==> config.mk <==
export PLATFORM = sky130hd
export DESIGN_NAME = fifo_uart_tx_flat
export DESIGN_NICKNAME = d
export VERILOG_FILES = /design/src/rtl/fifo_uart_pkg.sv /design/src/rtl/fifo_uart_if.sv /design/src/rtl/fifo_uart_tx_baud.sv /design/src/rtl/fifo_uart_tx.sv /design/src/flat_wrapper.sv
export SDC_FILE = /design/constraint.sdc
export NUM_CORES = 1
export LEC_CHECK = 0
export BUFFER_PORTS_ARGS = -buffer_cell sky130_fd_sc_hd__buf_2
export CAP_MARGIN = 10
export CORE_UTILIZATION = 60
export CTS_CLUSTER_DIAMETER = 150
export DETAILED_ROUTE_END_ITERATION = 16
export PLACE_DENSITY_LB_ADDON = 0.05
export SETUP_SLACK_MARGIN = 0.5
export SLEW_MARGIN = 30
export SYNTH_ARGS = -nofsm -noshare
export SYNTH_HDL_FRONTEND = slang
export SYNTH_SLANG_ARGS = --single-unit
==> constraint.sdc <==
create_clock -name i_clk -period 4.7 [get_ports i_clk]
set_input_delay 0.94 -clock i_clk [delete_from_list [all_inputs] [get_ports i_clk]]
set_output_delay 0.94 -clock i_clk [all_outputs]
set_load 0.01 [all_outputs]
==> src/rtl/fifo_uart_pkg.sv <==
// Shared types and constants for the FIFO-drain UART transmitter.
package fifo_uart_pkg;

    typedef enum logic [2:0] {
        ST_IDLE,
        ST_FETCH,
        ST_LATCH,
        ST_START,
        ST_DATA,
        ST_PARITY,
        ST_STOP
    } state_t;

    localparam int PAR_NONE = 0;
    localparam int PAR_EVEN = 1;
    localparam int PAR_ODD  = 2;

    // Encodings outside even/odd fall back to no parity bit.
    function automatic logic parity_en(input int mode);
        return (mode == PAR_EVEN) || (mode == PAR_ODD);
    endfunction

endpackage

==> src/rtl/fifo_uart_if.sv <==
// FIFO read port plus serial/status outputs of the UART drain stage.
interface fifo_uart_if #(
    parameter int WIDTH   = 8,
    parameter int COUNT_W = 16
) ();
    logic               fifo_empty;
    logic [WIDTH-1:0]   fifo_data;
    logic               fifo_rd_ena;
    logic               tx;
    logic               busy;
    logic [COUNT_W-1:0] frame_count;

    modport master (
        input  fifo_empty, fifo_data,
        output fifo_rd_ena, tx, busy, frame_count
    );

    modport slave (
        output fifo_empty, fifo_data,
        input  fifo_rd_ena, tx, busy, frame_count
    );
endinterface

==> src/rtl/fifo_uart_tx_baud.sv <==
// Bit-period counter: counts 0..CLKS_PER_BIT-1, pulses o_bit_done on the last count.
module uart_baud_tick #(
    parameter int CLKS_PER_BIT = 16
) (
    input  logic i_clk,
    input  logic i_rst_n,
    input  logic i_restart,
    output logic o_bit_done
);
    localparam int CNT_W = (CLKS_PER_BIT > 1) ? $clog2(CLKS_PER_BIT) : 1;
    localparam logic [CNT_W-1:0] LAST = CNT_W'(CLKS_PER_BIT - 1);

    logic [CNT_W-1:0] r_cnt;

    always_ff @(posedge i_clk or negedge i_rst_n) begin
        if (!i_rst_n) begin
            r_cnt <= '0;
        end else if (i_restart || o_bit_done) begin
            r_cnt <= '0;
        end else begin
            r_cnt <= r_cnt + 1'b1;
        end
    end

    assign o_bit_done = (r_cnt == LAST);

endmodule

==> src/rtl/fifo_uart_tx.sv <==
// Pops words from the byte FIFO and serializes them: start, data LSB first,
// optional parity, one stop bit.
//   state      | meaning
//   ST_IDLE    | line high, waiting for FIFO non-empty
//   ST_FETCH   | one-cycle read strobe to the FIFO
//   ST_LATCH   | FIFO data valid, load shifter and parity
//   ST_START   | start bit (low)
//   ST_DATA    | WIDTH data bits, LSB first
//   ST_PARITY  | parity bit
//   ST_STOP    | stop bit (high), frame counted on its last cycle
module fifo_uart_tx
    import fifo_uart_pkg::*;
#(
    parameter int WIDTH        = 8,
    parameter int CLKS_PER_BIT = 16,
    parameter int PARITY       = 0,
    parameter int COUNT_W      = 16
) (
    input  logic       i_clk,
    input  logic       i_rst_n,
    fifo_uart_if.master bus
);
    localparam int BIDX_W = $clog2(WIDTH + 1);
    localparam logic [BIDX_W-1:0] LAST_BIT = BIDX_W'(WIDTH - 1);
    localparam logic PAR_ON  = parity_en(PARITY);
    localparam logic PAR_INV = (PARITY == PAR_ODD);

    state_t             r_state, w_state_nxt;
    logic [WIDTH-1:0]   r_shift, w_shift_nxt;
    logic [BIDX_W-1:0]  r_bit_idx, w_bit_idx_nxt;
    logic               r_par, w_par_nxt;
    logic [COUNT_W-1:0] r_count, w_count_nxt;
    logic               r_tx, w_tx_nxt;
    logic               r_rd_ena, w_rd_ena_nxt;
    logic               w_bit_done;
    logic               w_restart;

    assign w_restart = (w_state_nxt != r_state);

    uart_baud_tick #(
        .CLKS_PER_BIT (CLKS_PER_BIT)
    ) u_baud (
        .i_clk      (i_clk),
        .i_rst_n    (i_rst_n),
        .i_restart  (w_restart),
        .o_bit_done (w_bit_done)
    );

    always_ff @(posedge i_clk or negedge i_rst_n) begin
        if (!i_rst_n) begin
            r_state   <= ST_IDLE;
            r_shift   <= '0;
            r_bit_idx <= '0;
            r_par     <= 1'b0;
            r_count   <= '0;
            r_tx      <= 1'b1;
            r_rd_ena  <= 1'b0;
        end else begin
            r_state   <= w_state_nxt;
            r_shift   <= w_shift_nxt;
            r_bit_idx <= w_bit_idx_nxt;
            r_par     <= w_par_nxt;
            r_count   <= w_count_nxt;
            r_tx      <= w_tx_nxt;
            r_rd_ena  <= w_rd_ena_nxt;
        end
    end

    always_comb begin
        w_state_nxt   = r_state;
        w_shift_nxt   = r_shift;
        w_bit_idx_nxt = r_bit_idx;
        w_par_nxt     = r_par;
        w_count_nxt   = r_count;
        w_tx_nxt      = 1'b1;
        w_rd_ena_nxt  = 1'b0;

        case (r_state)
            ST_IDLE: begin
                if (!bus.fifo_empty) w_state_nxt = ST_FETCH;
            end
            ST_FETCH: begin
                w_state_nxt = ST_LATCH;
            end
            ST_LATCH: begin
                w_shift_nxt   = bus.fifo_data;
                w_par_nxt     = (^bus.fifo_data) ^ PAR_INV;
                w_bit_idx_nxt = '0;
                w_state_nxt   = ST_START;
            end
            ST_START: begin
                if (w_bit_done) w_state_nxt = ST_DATA;
            end
            ST_DATA: begin
                if (w_bit_done) begin
                    if (r_bit_idx == LAST_BIT) begin
                        w_state_nxt = PAR_ON ? ST_PARITY : ST_STOP;
                    end else begin
                        w_shift_nxt   = r_shift >> 1;
                        w_bit_idx_nxt = r_bit_idx + 1'b1;
                    end
                end
            end
            ST_PARITY: begin
                if (w_bit_done) w_state_nxt = ST_STOP;
            end
            ST_STOP: begin
                if (w_bit_done) begin
                    w_count_nxt = r_count + 1'b1;
                    w_state_nxt = ST_IDLE;
                end
            end
            default: w_state_nxt = ST_IDLE;
        endcase

        // Outputs are decoded from the next state so they can be registered.
        w_rd_ena_nxt = (w_state_nxt == ST_FETCH);
        case (w_state_nxt)
            ST_START:  w_tx_nxt = 1'b0;
            ST_DATA:   w_tx_nxt = w_shift_nxt[0];
            ST_PARITY: w_tx_nxt = w_par_nxt;
            default:   w_tx_nxt = 1'b1;
        endcase
    end

    assign bus.tx          = r_tx;
    assign bus.fifo_rd_ena = r_rd_ena;
    assign bus.busy        = (r_state != ST_IDLE);
    assign bus.frame_count = r_count;

endmodule

==> src/flat_wrapper.sv <==
// flat-port wrapper written by rule: the top's interface ports become plain ports
module fifo_uart_tx_flat import fifo_uart_pkg::*;
#(
    parameter int WIDTH        = 8,
    parameter int CLKS_PER_BIT = 16,
    parameter int PARITY       = 0,
    parameter int COUNT_W      = 16
)
  (i_clk, i_rst_n, bus_fifo_empty, bus_fifo_data, bus_fifo_rd_ena, bus_tx, bus_busy, bus_frame_count);
  fifo_uart_if #(.WIDTH(WIDTH), .COUNT_W(COUNT_W)) bus_i ();
  input  logic i_clk;
  input  logic i_rst_n;
  input wire logic [$bits(bus_i.fifo_empty)-1:0] bus_fifo_empty;
  input wire logic [$bits(bus_i.fifo_data)-1:0] bus_fifo_data;
  output wire logic [$bits(bus_i.fifo_rd_ena)-1:0] bus_fifo_rd_ena;
  output wire logic [$bits(bus_i.tx)-1:0] bus_tx;
  output wire logic [$bits(bus_i.busy)-1:0] bus_busy;
  output wire logic [$bits(bus_i.frame_count)-1:0] bus_frame_count;
  assign bus_i.fifo_empty = bus_fifo_empty;
  assign bus_i.fifo_data = bus_fifo_data;
  assign bus_fifo_rd_ena = bus_i.fifo_rd_ena;
  assign bus_tx = bus_i.tx;
  assign bus_busy = bus_i.busy;
  assign bus_frame_count = bus_i.frame_count;
  fifo_uart_tx #(.WIDTH(WIDTH), .CLKS_PER_BIT(CLKS_PER_BIT), .PARITY(PARITY), .COUNT_W(COUNT_W)) u_core (.i_clk(i_clk), .i_rst_n(i_rst_n), .bus(bus_i));
endmodule
==> flow_summary_export.csv, run 1 <==
group,metric,value,unit
sta,rsz0062_at_grt,"false",
power_and_ir_drop,irDropWorstVdd,0.000168,V
yosys,synth_area,1920,um^2
clocking,post_cts_buffers,0,
setup_path,crit_path_max_fanout,13,
yosys,post-synth-top-area-cell,"dfrtp_1",
sta,setup_viol,0,
worst_hold_path,hold_start,"u_core.u_baud.r_cnt[0]",
sta,fin_ws,2.26,ns
yosys,ys.warnings.count,0,
route,ant_nets,0,
sta,finalMaxSlewViolations,0,
floorplan,ios,30,
yosys,synth.area.top_cells,"dfrtp_1, xnor2_1, nand2_1",
floorplan,rows,20,
run_status,outcome,"completed",
sta,finalHoldViolCount,0,
layout,mostFrequentLayoutCell,"dfrtp_1",
worst_hold_path,hp-class,"flop to flop",
placed_design,placedCellCount,241,
yosys,synth_cells,176,
clocking,clk_path_buf_depth,2,
grt,grt_max_degree,39,
yosys,synth_top_family_by_area,"simple AND/OR/NAND/NOR gates",
job,maxCapViolCount,0,
yosys,synth_xor_area_frac,0.109,
grt,grt_overflow,0,
layout,fin_cells,249,
setup_path,r2r-start,"u_core.r_state[1]",
grt,antenna_found_initial,0,
route,routed_via_density,5.63,
yosys,synth_top_cell_area_share,0.481,
sta,fmax,410,MHz
sta,post-route-period-util,0.519,
sta,maxSlewHeadroom,0.458,
clocking,path_clk_slew,0.11,ns
yosys,synthArstFlopShare,1.00,
placed_design,pre_cts_ws,2.65,ns
placed_design,hpwl,2.40,mm
floorplan,die_h,58.6,um
layout,area_growth,10.1,%
sta,clock_skew,0.00958,ns
clocking,cts_tree,"built",
grt,grt_pass1_wl,5.64,mm
placed_design,io_buffers,29,
floorplan,start_util,0.630,
yosys,synth-seq-area-share,0.495,
layout,finalInstanceArea,2120,um^2
route,drc,0,
setup_path,path_class,"flop to primary output",
clocking,htreeDepth,2,
yosys,synth-seq-cells,38,
floorplan,die-area,3440,um^2
sta,timing.hold.ws,0.476,ns
setup_path,endpoint_kind,"primary output",
setup_path,crit_arrival,1.50,ns
yosys,synth_compound_area_frac,0.107,
power_and_ir_drop,leakage,1.01,nW
layout,final_util,0.693,
layout,diodes,0,
clocking,numClockSinks,38,
yosys,ys.flop_type,"dfrtp_1",
placed_design,place.gp.congestion,0.745,
layout,fillCellCount,250,
setup_path,setup.worst_path.start,"u_core.r_state[0]",
grt,grt_pass1_vias,1260,
floorplan,die_w,58.6,um
yosys,muxShareOfSynthArea,0.0117,
clocking,holdBufCountCts,0,
setup_path,cp.required,3.76,ns
route,drtIter0Drc,120,
clocking,cts_root_buf,"clkbuf_4",
power_and_ir_drop,p_per_area,257,nW/um^2
route,routed_wl,3.37,mm
placed_design,place_area,2060,um^2
layout,drive_gt1_frac,0.220,
route,vias,1402,
yosys,synthesis.nets,190,
grt,track_usage,0.223,
sta,period_minus_slack,2.44,ns
setup_path,worst_setup_path_start_kind,"flop",
power_and_ir_drop,design_power_total,0.544,mW
clocking,cts_buffers,5,
clocking,clock_latency,0.34,ns
yosys,synthDistinctLibCells,37,
route,first_pass_iters,4,
sta,tns,0,ns
layout,layout_common_cells,"dfrtp_1, buf_2, xnor2_1",
floorplan,core_area,3050,um^2
layout,layout.nets,218,
yosys,avgSynthCellArea,10.9,um^2
sta,tightest_slew,0.814,ns
clocking,cts_resized,0,
yosys,synth-edff-count,0,
yosys,synth_adder_area_share,0.0195,
yosys,yosys.area_share.simple,0.215,
route,wl_per_cell,13.5,um
[flip-flops by register name, indices dropped and copies added, names as in the netlist]
name / flops
u_core.bus.frame_count: 16
u_core.bus.fifo_rd_ena: 1
u_core.r_state: 3
u_core.r_shift: 8
u_core.r_par: 1
u_core.bus.tx: 1
u_core.u_baud.r_cnt: 4
u_core.r_bit_idx: 4
[synthesized netlist by cell type (all sizes together) (4+ instances only)]
cell type,instances
o21ai,4
a21oi,4
nor3,5
a22oi,7
and3,6
inv,4
buf,8
xnor2,18
nand4,8
nand2,17
nand3,7
dfrtp,37
nor2,8
xor2,6
nand2b,5
[path summary, 6_finish.rpt]
kind	endpoint	slack [ns]	cells past startpoint
worst max register to register	u_core.r_bit_idx[3]	2.72	4
min in group asynchronous	u_core.bus.frame_count[6]	0.67	1
worst max-delay path	bus_busy	2.26	2
worst min-delay path	u_core.u_baud.r_cnt[0]	0.48	1
max in group asynchronous	u_core.r_bit_idx[2]	3.51	1
worst min register to register	u_core.u_baud.r_cnt[0]	0.48	1
[cells by family after synthesis]
family | Yosys count
simple gates | 72
fa+ha+maj | 3
buf+inv | 12
compound gates | 25
xor+xnor | 24
mux | 2
flops | 38
[power breakdown]
| group | total [mW] | switching, mW | internal (mW) |
|---|---|---|---|
| Combinational | 0.0311 | 0.0173 | 0.0138 |
| Clock | 0.177 | 0.104 | 0.0725 |
| Sequential | 0.337 | 0.00282 | 0.334 |
| Total | 0.544 | 0.124 | 0.420 |
[area by class of cell]
cell class	count	area (um^2)	area share
timing repair buffer	29	145	0.0686
multi-input combinational	126	890	0.420
clock inverter	1	5.00	0.00236
sequential	38	952	0.450
inverter	4	15.0	0.00709
tap	44	55.1	0.0260
clock buffer	7	55.1	0.0260
[per-layer routing]
layer / global-route usage / wire [um]
met1: 0.280 / 1580
met3: 0.0681 / 122
met2: 0.363 / 1620
met5: 0 / 0
met4: 0.0884 / 49
[critical path: stages (launching register included)]
cell and delay (ns):
dfrtp_1 0.56, or3_1 0.44, buf_2 0.15
Power figures use the tool's default switching activity.
==> run 2: changes to the inputs <==
--- a/config.mk
+++ b/config.mk
@@ -5,9 +5,10 @@
 export SDC_FILE = /design/constraint.sdc
 export NUM_CORES = 1
 export LEC_CHECK = 0
+export ABC_AREA = 1
 export BUFFER_PORTS_ARGS = -buffer_cell sky130_fd_sc_hd__buf_2
 export CAP_MARGIN = 10
-export CORE_UTILIZATION = 60
+export CORE_UTILIZATION = 51
 export CTS_CLUSTER_DIAMETER = 150
 export DETAILED_ROUTE_END_ITERATION = 16
 export PLACE_DENSITY_LB_ADDON = 0.05
==> constraint.sdc (replaced) <==
create_clock -name i_clk -period 2.2 [get_ports i_clk]
set_input_delay 0.44 -clock i_clk [delete_from_list [all_inputs] [get_ports i_clk]]
set_output_delay 0.44 -clock i_clk [all_outputs]
set_load 0.01 [all_outputs]
==> run 2 against run 1 <==
  * Hold slack worse by 0.37 ns
  * Clock-buffer cell count is 1 lower
  * Critical path type unchanged
  * Critical endpoint unchanged
  * Largest power group unchanged
  * Sequential power is 110% higher
==> flow_summary_export.csv, run 2 <==
group,metric,value,unit
run_status,outcome,"completed",
grt,grt_overflow,0,
layout,mostFrequentLayoutCell,"nand2_1",
placed_design,placedCellCount,336,
sta,maxSlewHeadroom,0.677,
setup_path,path_class,"flop to primary output",
placed_design,place_area,2340,um^2
setup_path,crit_path_max_fanout,6,
placed_design,pre_cts_ws,0.569,ns
grt,grt_pass1_wl,6.35,mm
setup_path,path_cells,"inv_1, nand2_1, buf_2",
route,vias,1692,
job,maxCapViolCount,0,
floorplan,rows,23,
clocking,clock_latency,0.29,ns
power_and_ir_drop,irDropWorstVdd,0.000350,V
yosys,synth_top_cell_area_share,0.437,
power_and_ir_drop,leakage,1.30,nW
yosys,synthesis.nets,269,
sta,fin_ws,0.586,ns
clocking,cts_buffers,5,
layout,fin_cells,345,
floorplan,ios,30,
floorplan,core_area,4000,um^2
sta,setup_viol,0,
worst_hold_path,hp-class,"input pin to asynchronous set/reset pin",
sta,tns,0,ns
route,first_pass_iters,4,
setup_path,critPathBufInv,2,
floorplan,die_w,66.4,um
layout,area_growth,17.2,%
grt,grt_max_degree,24,
sta,post-route-period-util,0.734,
setup_path,endpoint_kind,"primary output",
sta,finalMaxSlewViolations,0,
layout,fillCellCount,371,
layout,diodes,0,
yosys,synth.area.top_cells,"dfrtp_1, nand2_1, inv_1",
placed_design,hpwl,2.93,mm
route,routed_wl,3.78,mm
floorplan,die_h,66.4,um
route,routed_via_density,4.90,
yosys,synthArstFlopShare,1.00,
yosys,avgSynthCellArea,8.30,um^2
layout,drive_gt1_frac,0.237,
placed_design,place.gp.congestion,0.784,
clocking,path_clk_slew,0.07,ns
yosys,ys.flop_type,"dfrtp_1",
route,drc,0,
clocking,cts_root_buf,"clkbuf_8",
setup_path,cp.required,1.76,ns
placed_design,io_buffers,29,
sta,tightest_slew,0.484,ns
setup_path,crit_arrival,1.17,ns
floorplan,die-area,4410,um^2
setup_path,critical-path-slowest-cell,"dfrtp_1",
layout,layout.nets,308,
setup_path,cp_slowest_stage_delay,0.51,ns
grt,antenna_found_initial,0,
clocking,holdBufCountCts,0,
floorplan,start_util,0.529,
yosys,synth.cells.most_frequent,"nand2_1, dfrtp_1, inv_1",
yosys,synth_most_common_cell,"nand2_1",
sta,fmax,619,MHz
sta,period_minus_slack,1.61,ns
sta,rsz0062_at_grt,"false",
layout,layout_common_cells,"nand2_1, dfrtp_1, buf_2",
yosys,synth-seq-area-share,0.450,
sta,finalHoldViolCount,0,
yosys,synth-edff-count,0,
grt,grt_pass1_vias,1468,
yosys,synthDistinctLibCells,34,
layout,finalInstanceArea,2480,um^2
route,drtIter0Drc,44,
yosys,synth-seq-cells,38,
sta,timing.hold.ws,0.105,ns
setup_path,worst_setup_path_start_kind,"flop",
clocking,cts_tree,"built",
setup_path,cpLargestDelayFamily,"flip-flops",
yosys,post-synth-top-area-cell,"dfrtp_1",
layout,largest_register_ffs,16,
sta,clock_skew,0.00424,ns
yosys,ys.warnings.count,0,
route,wl_per_cell,11.0,um
grt,track_usage,0.195,
power_and_ir_drop,p_per_area,520,nW/um^2
yosys,synth_area,2120,um^2
route,ant_nets,0,
clocking,clk_path_buf_depth,2,
clocking,htreeDepth,2,
yosys,synth_cells,255,
clocking,numClockSinks,38,
==> run 2: repair_timing <==
item                                    4_1_cts  5_1_grt
buffers inserted                              0        1
resized for setup                             0       10
endpoints found under the setup margin        0       12
hold endpoints to repair                      0        0
==> run 2: through the flow <==
step,utilization,total power [mW]
2_1_floorplan,-,0.769
3_3_place_gp,0.584,0.811
3_5_place_dp,0.584,0.812
4_1_cts,0.608,1.32
5_1_grt,0.620,1.35
6_report,0.620,1.29
==> run 2: layout make-up <==
cell class              count  area [um^2]  share of cell area
flip-flops and latches     38          953               0.384
repair buffers             33          175              0.0706
well taps                  50         62.6              0.0252
clock buffers               6         82.6              0.0333
inverters                  31          116              0.0469
multi-input cells         185         1080               0.435
clock inverters             2         12.5             0.00504
==> run 2: metal layers <==
metal  part of all wire  up-vias  GRT usage
li1                   -      886          -
met1               0.47      769      0.248
met2               0.48       32      0.314
met3              0.043        5     0.0552
met4              0.013        0     0.0745
met5                  0        -          0
==> run 2: cells by family (layout without fill, tap and decap cells) <==
logic type                 count (synthesis)  after routing  share of synthesized area
DFF                                       38             38                      0.450
xor gates and xnor gates                  18             18                     0.0745
AOI/OAI and AO/OA                         19             19                     0.0597
and+or+nand+nor                          145            145                      0.338
buffers and inverters                     32             72                     0.0603
adders and majority gates                  3              3                     0.0177
==> run 2: path summary, 6_finish.rpt <==
check / end / cells past startpoint / slack (ns) / start
worst max-delay path: bus_busy / 3 / 0.59 / u_core.r_state[2]
min in group i_clk: u_core.bus.fifo_rd_ena / 3 / 0.41 / bus_fifo_empty
max in group asynchronous: u_core.bus.tx / 2 / 1.52 / i_rst_n
worst min-delay path: u_core.r_shift[7] / 1 / 0.10 / i_rst_n
worst max register to register: u_core.bus.tx / 10 / 0.65 / u_core.u_baud.r_cnt[0]
worst min register to register: u_core.u_baud.r_cnt[0] / 1 / 0.47 / u_core.u_baud.r_cnt[0]
==> run 2: power by group <==
group / total, mW / switching, mW / internal (mW)
Clock: 0.496 / 0.244 / 0.252
Combinational: 0.0829 / 0.0521 / 0.0308
Sequential: 0.713 / 0.00417 / 0.709
==> run 3: changes to the inputs <==
--- a/config.mk
+++ b/config.mk
@@ -8,7 +8,7 @@
 export ABC_AREA = 1
 export BUFFER_PORTS_ARGS = -buffer_cell sky130_fd_sc_hd__buf_2
 export CAP_MARGIN = 10
-export CORE_UTILIZATION = 51
+export CORE_UTILIZATION = 57
 export CTS_CLUSTER_DIAMETER = 150
 export DETAILED_ROUTE_END_ITERATION = 16
 export PLACE_DENSITY_LB_ADDON = 0.05
==> constraint.sdc (replaced) <==
create_clock -name i_clk -period 1.6 [get_ports i_clk]
set_input_delay 0.32 -clock i_clk [delete_from_list [all_inputs] [get_ports i_clk]]
set_output_delay 0.32 -clock i_clk [all_outputs]
set_load 0.01 [all_outputs]
==> run 3 against run 2 <==
  * Cell count increased by 9.6%
  * Hold slack improved by 0.17 ns
  * Sequential power is 38% higher
  * Worst setup slack got worse by 0.49 ns
==> flow_summary_export.csv, run 3 (synthesis results as in run 2) <==
group,metric,value,unit
run_status,outcome,"completed",
route,drtIter0Drc,106,
sta,maxSlewHeadroom,0.735,
layout,area_growth,41.0,%
route,wl_per_cell,14.2,um
clocking,numClockSinks,38,
setup_path,cp.required,1.28,ns
route,drc,0,
grt,track_usage,0.278,
layout,drive_gt1_frac,0.419,
layout,multi_input_area,1230,um^2
power_and_ir_drop,clock_power_share,0.370,
floorplan,start_util,0.615,
placed_design,io_buffers,29,
clocking,htreeDepth,2,
power_and_ir_drop,p_sw,0.436,mW
power_and_ir_drop,seqPwrFrac,0.555,
clocking,path_clk_slew,0.08,ns
clocking,cts_tree,"built",
clocking,cts_root_buf,"clkbuf_8",
sta,clock_skew,0.00798,ns
setup_path,crit_path_max_fanout,4,
placed_design,place_area,2410,um^2
route,routed_via_density,5.22,
route,first_pass_iters,6,
sta,finalMaxSlewViolations,0,
setup_path,worst_setup_path_start_kind,"flop",
clocking,cts_buffers,5,
setup_path,crit_arrival,1.19,ns
setup_path,path_class,"flop to primary output",
floorplan,ios,30,
power_and_ir_drop,combPwrFrac,0.074,
power_and_ir_drop,netSwitchingFraction,0.246,
grt,grt_max_degree,24,
sta,post-route-period-util,0.941,
clocking,clk_path_buf_depth,2,
layout,final_util,0.867,
sta,rsz0062_at_grt,"true",
route,routed_wl,5.39,mm
floorplan,die-area,3960,um^2
grt,grt_pass1_wl,8.63,mm
power_and_ir_drop,design_power_total,1.77,mW
grt,grt_overflow,0,
power_and_ir_drop,leakage,1.50,nW
floorplan,die_w,62.9,um
power_and_ir_drop,p_int,1.33,mW
layout,mostFrequentLayoutCell,"nand2_1",
sta,finalHoldViolCount,0,
grt,antenna_found_initial,0,
worst_hold_path,hp-class,"input pin to flop",
placed_design,hpwl,3.05,mm
layout,largest_register_ffs,16,
placed_design,place.gp.congestion,0.830,
floorplan,rows,21,
job,maxCapViolCount,0,
route,vias,1974,
floorplan,core_area,3440,um^2
sta,tightest_slew,0.397,ns
layout,register_area,960,um^2
layout,fillCellCount,170,
layout,layout.nets,345,
sta,timing.hold.ws,0.280,ns
power_and_ir_drop,p_per_area,593,nW/um^2
layout,layout_common_cells,"nand2_1, dfrtp_1, buf_4",
sta,setup_viol,0,
sta,fmax,664,MHz
layout,finalInstanceArea,2980,um^2
sta,period_minus_slack,1.51,ns
grt,grt_pass1_vias,1930,
power_and_ir_drop,irDropWorstVdd,0.000606,V
route,ant_nets,0,
setup_path,endpoint_kind,"primary output",
clocking,clock_latency,0.29,ns
layout,diodes,0,
floorplan,die_h,62.9,um
[run 3: metal layers]
metal  global-route usage  up-vias  part of all wire
met5                    0        -                 0
met4               0.0698        0            0.0061
met3               0.0620        4             0.037
met2                0.507       56              0.53
met1                0.325      948              0.43
li1                     -      966                 -
[run 3: critical path, stage by stage, from the launching register on]
cell and delay, ns:
dfrtp_2 0.47, nor2_4 0.19, nand2_1 0.09, buf_2 0.15
[run 3: timing repair]
| item | 4_1_cts | 5_1_grt |
|---|---|---|
| resized for setup | 28 | 20 |
| cloned | 1 | 0 |
| endpoints found under the hold margin | 15 | 0 |
| hold buffers | 1 | 0 |
| pin swaps | 15 | 13 |
| setup buffers | 27 | 8 |
| setup endpoints to repair | 56 | 56 |
[run 3: area by class of cell]
cell class	count	area share
clock inverters	3	0.00713
flip-flops and latches	38	0.322
inverters	31	0.0398
clock buffers	5	0.0231
well taps	46	0.0193
multi-input cells	186	0.411
repair buffers	69	0.178
[run 3: power by group through the flow]
stage	Combinational (mW)	Sequential (mW)	Clock, mW
after detailed placement	0.121	1.00	0
after global placement	0.121	0.998	0
final	0.131	0.983	0.655
after CTS	0.130	0.982	0.663
after global routing	0.152	0.984	0.715
after floorplan	0.0629	0.998	0
[run 3: path summary, 6_finish.rpt]
kind	from	end	slack (ns)	depth (start not counted)
setup / recovery	u_core.r_state[1]	bus_busy	0.09	3
hold / removal	bus_fifo_empty	u_core.bus.fifo_rd_ena	0.28	3
setup reg to reg	u_core.u_baud.r_cnt[0]	u_core.bus.tx	0.09	10
hold reg to reg	u_core.r_shift[0]	u_core.r_shift[0]	0.49	2
max in group asynchronous	i_rst_n	u_core.bus.tx	0.60	3
min in group asynchronous	i_rst_n	u_core.r_state[1]	0.48	2
[run 3: stage by stage]
step / TNS, ns / instances / setup WS, ns
after floorplan: 0 / 255 / 0.200
after global routing: -0.0209 / 378 / -0.0209
after CTS: 0 / 370 / 0.145
after detailed placement: 0 / 333 / 0.0842
after global placement: 0 / 333 / 0.0878
final: 0 / 378 / 0.0950
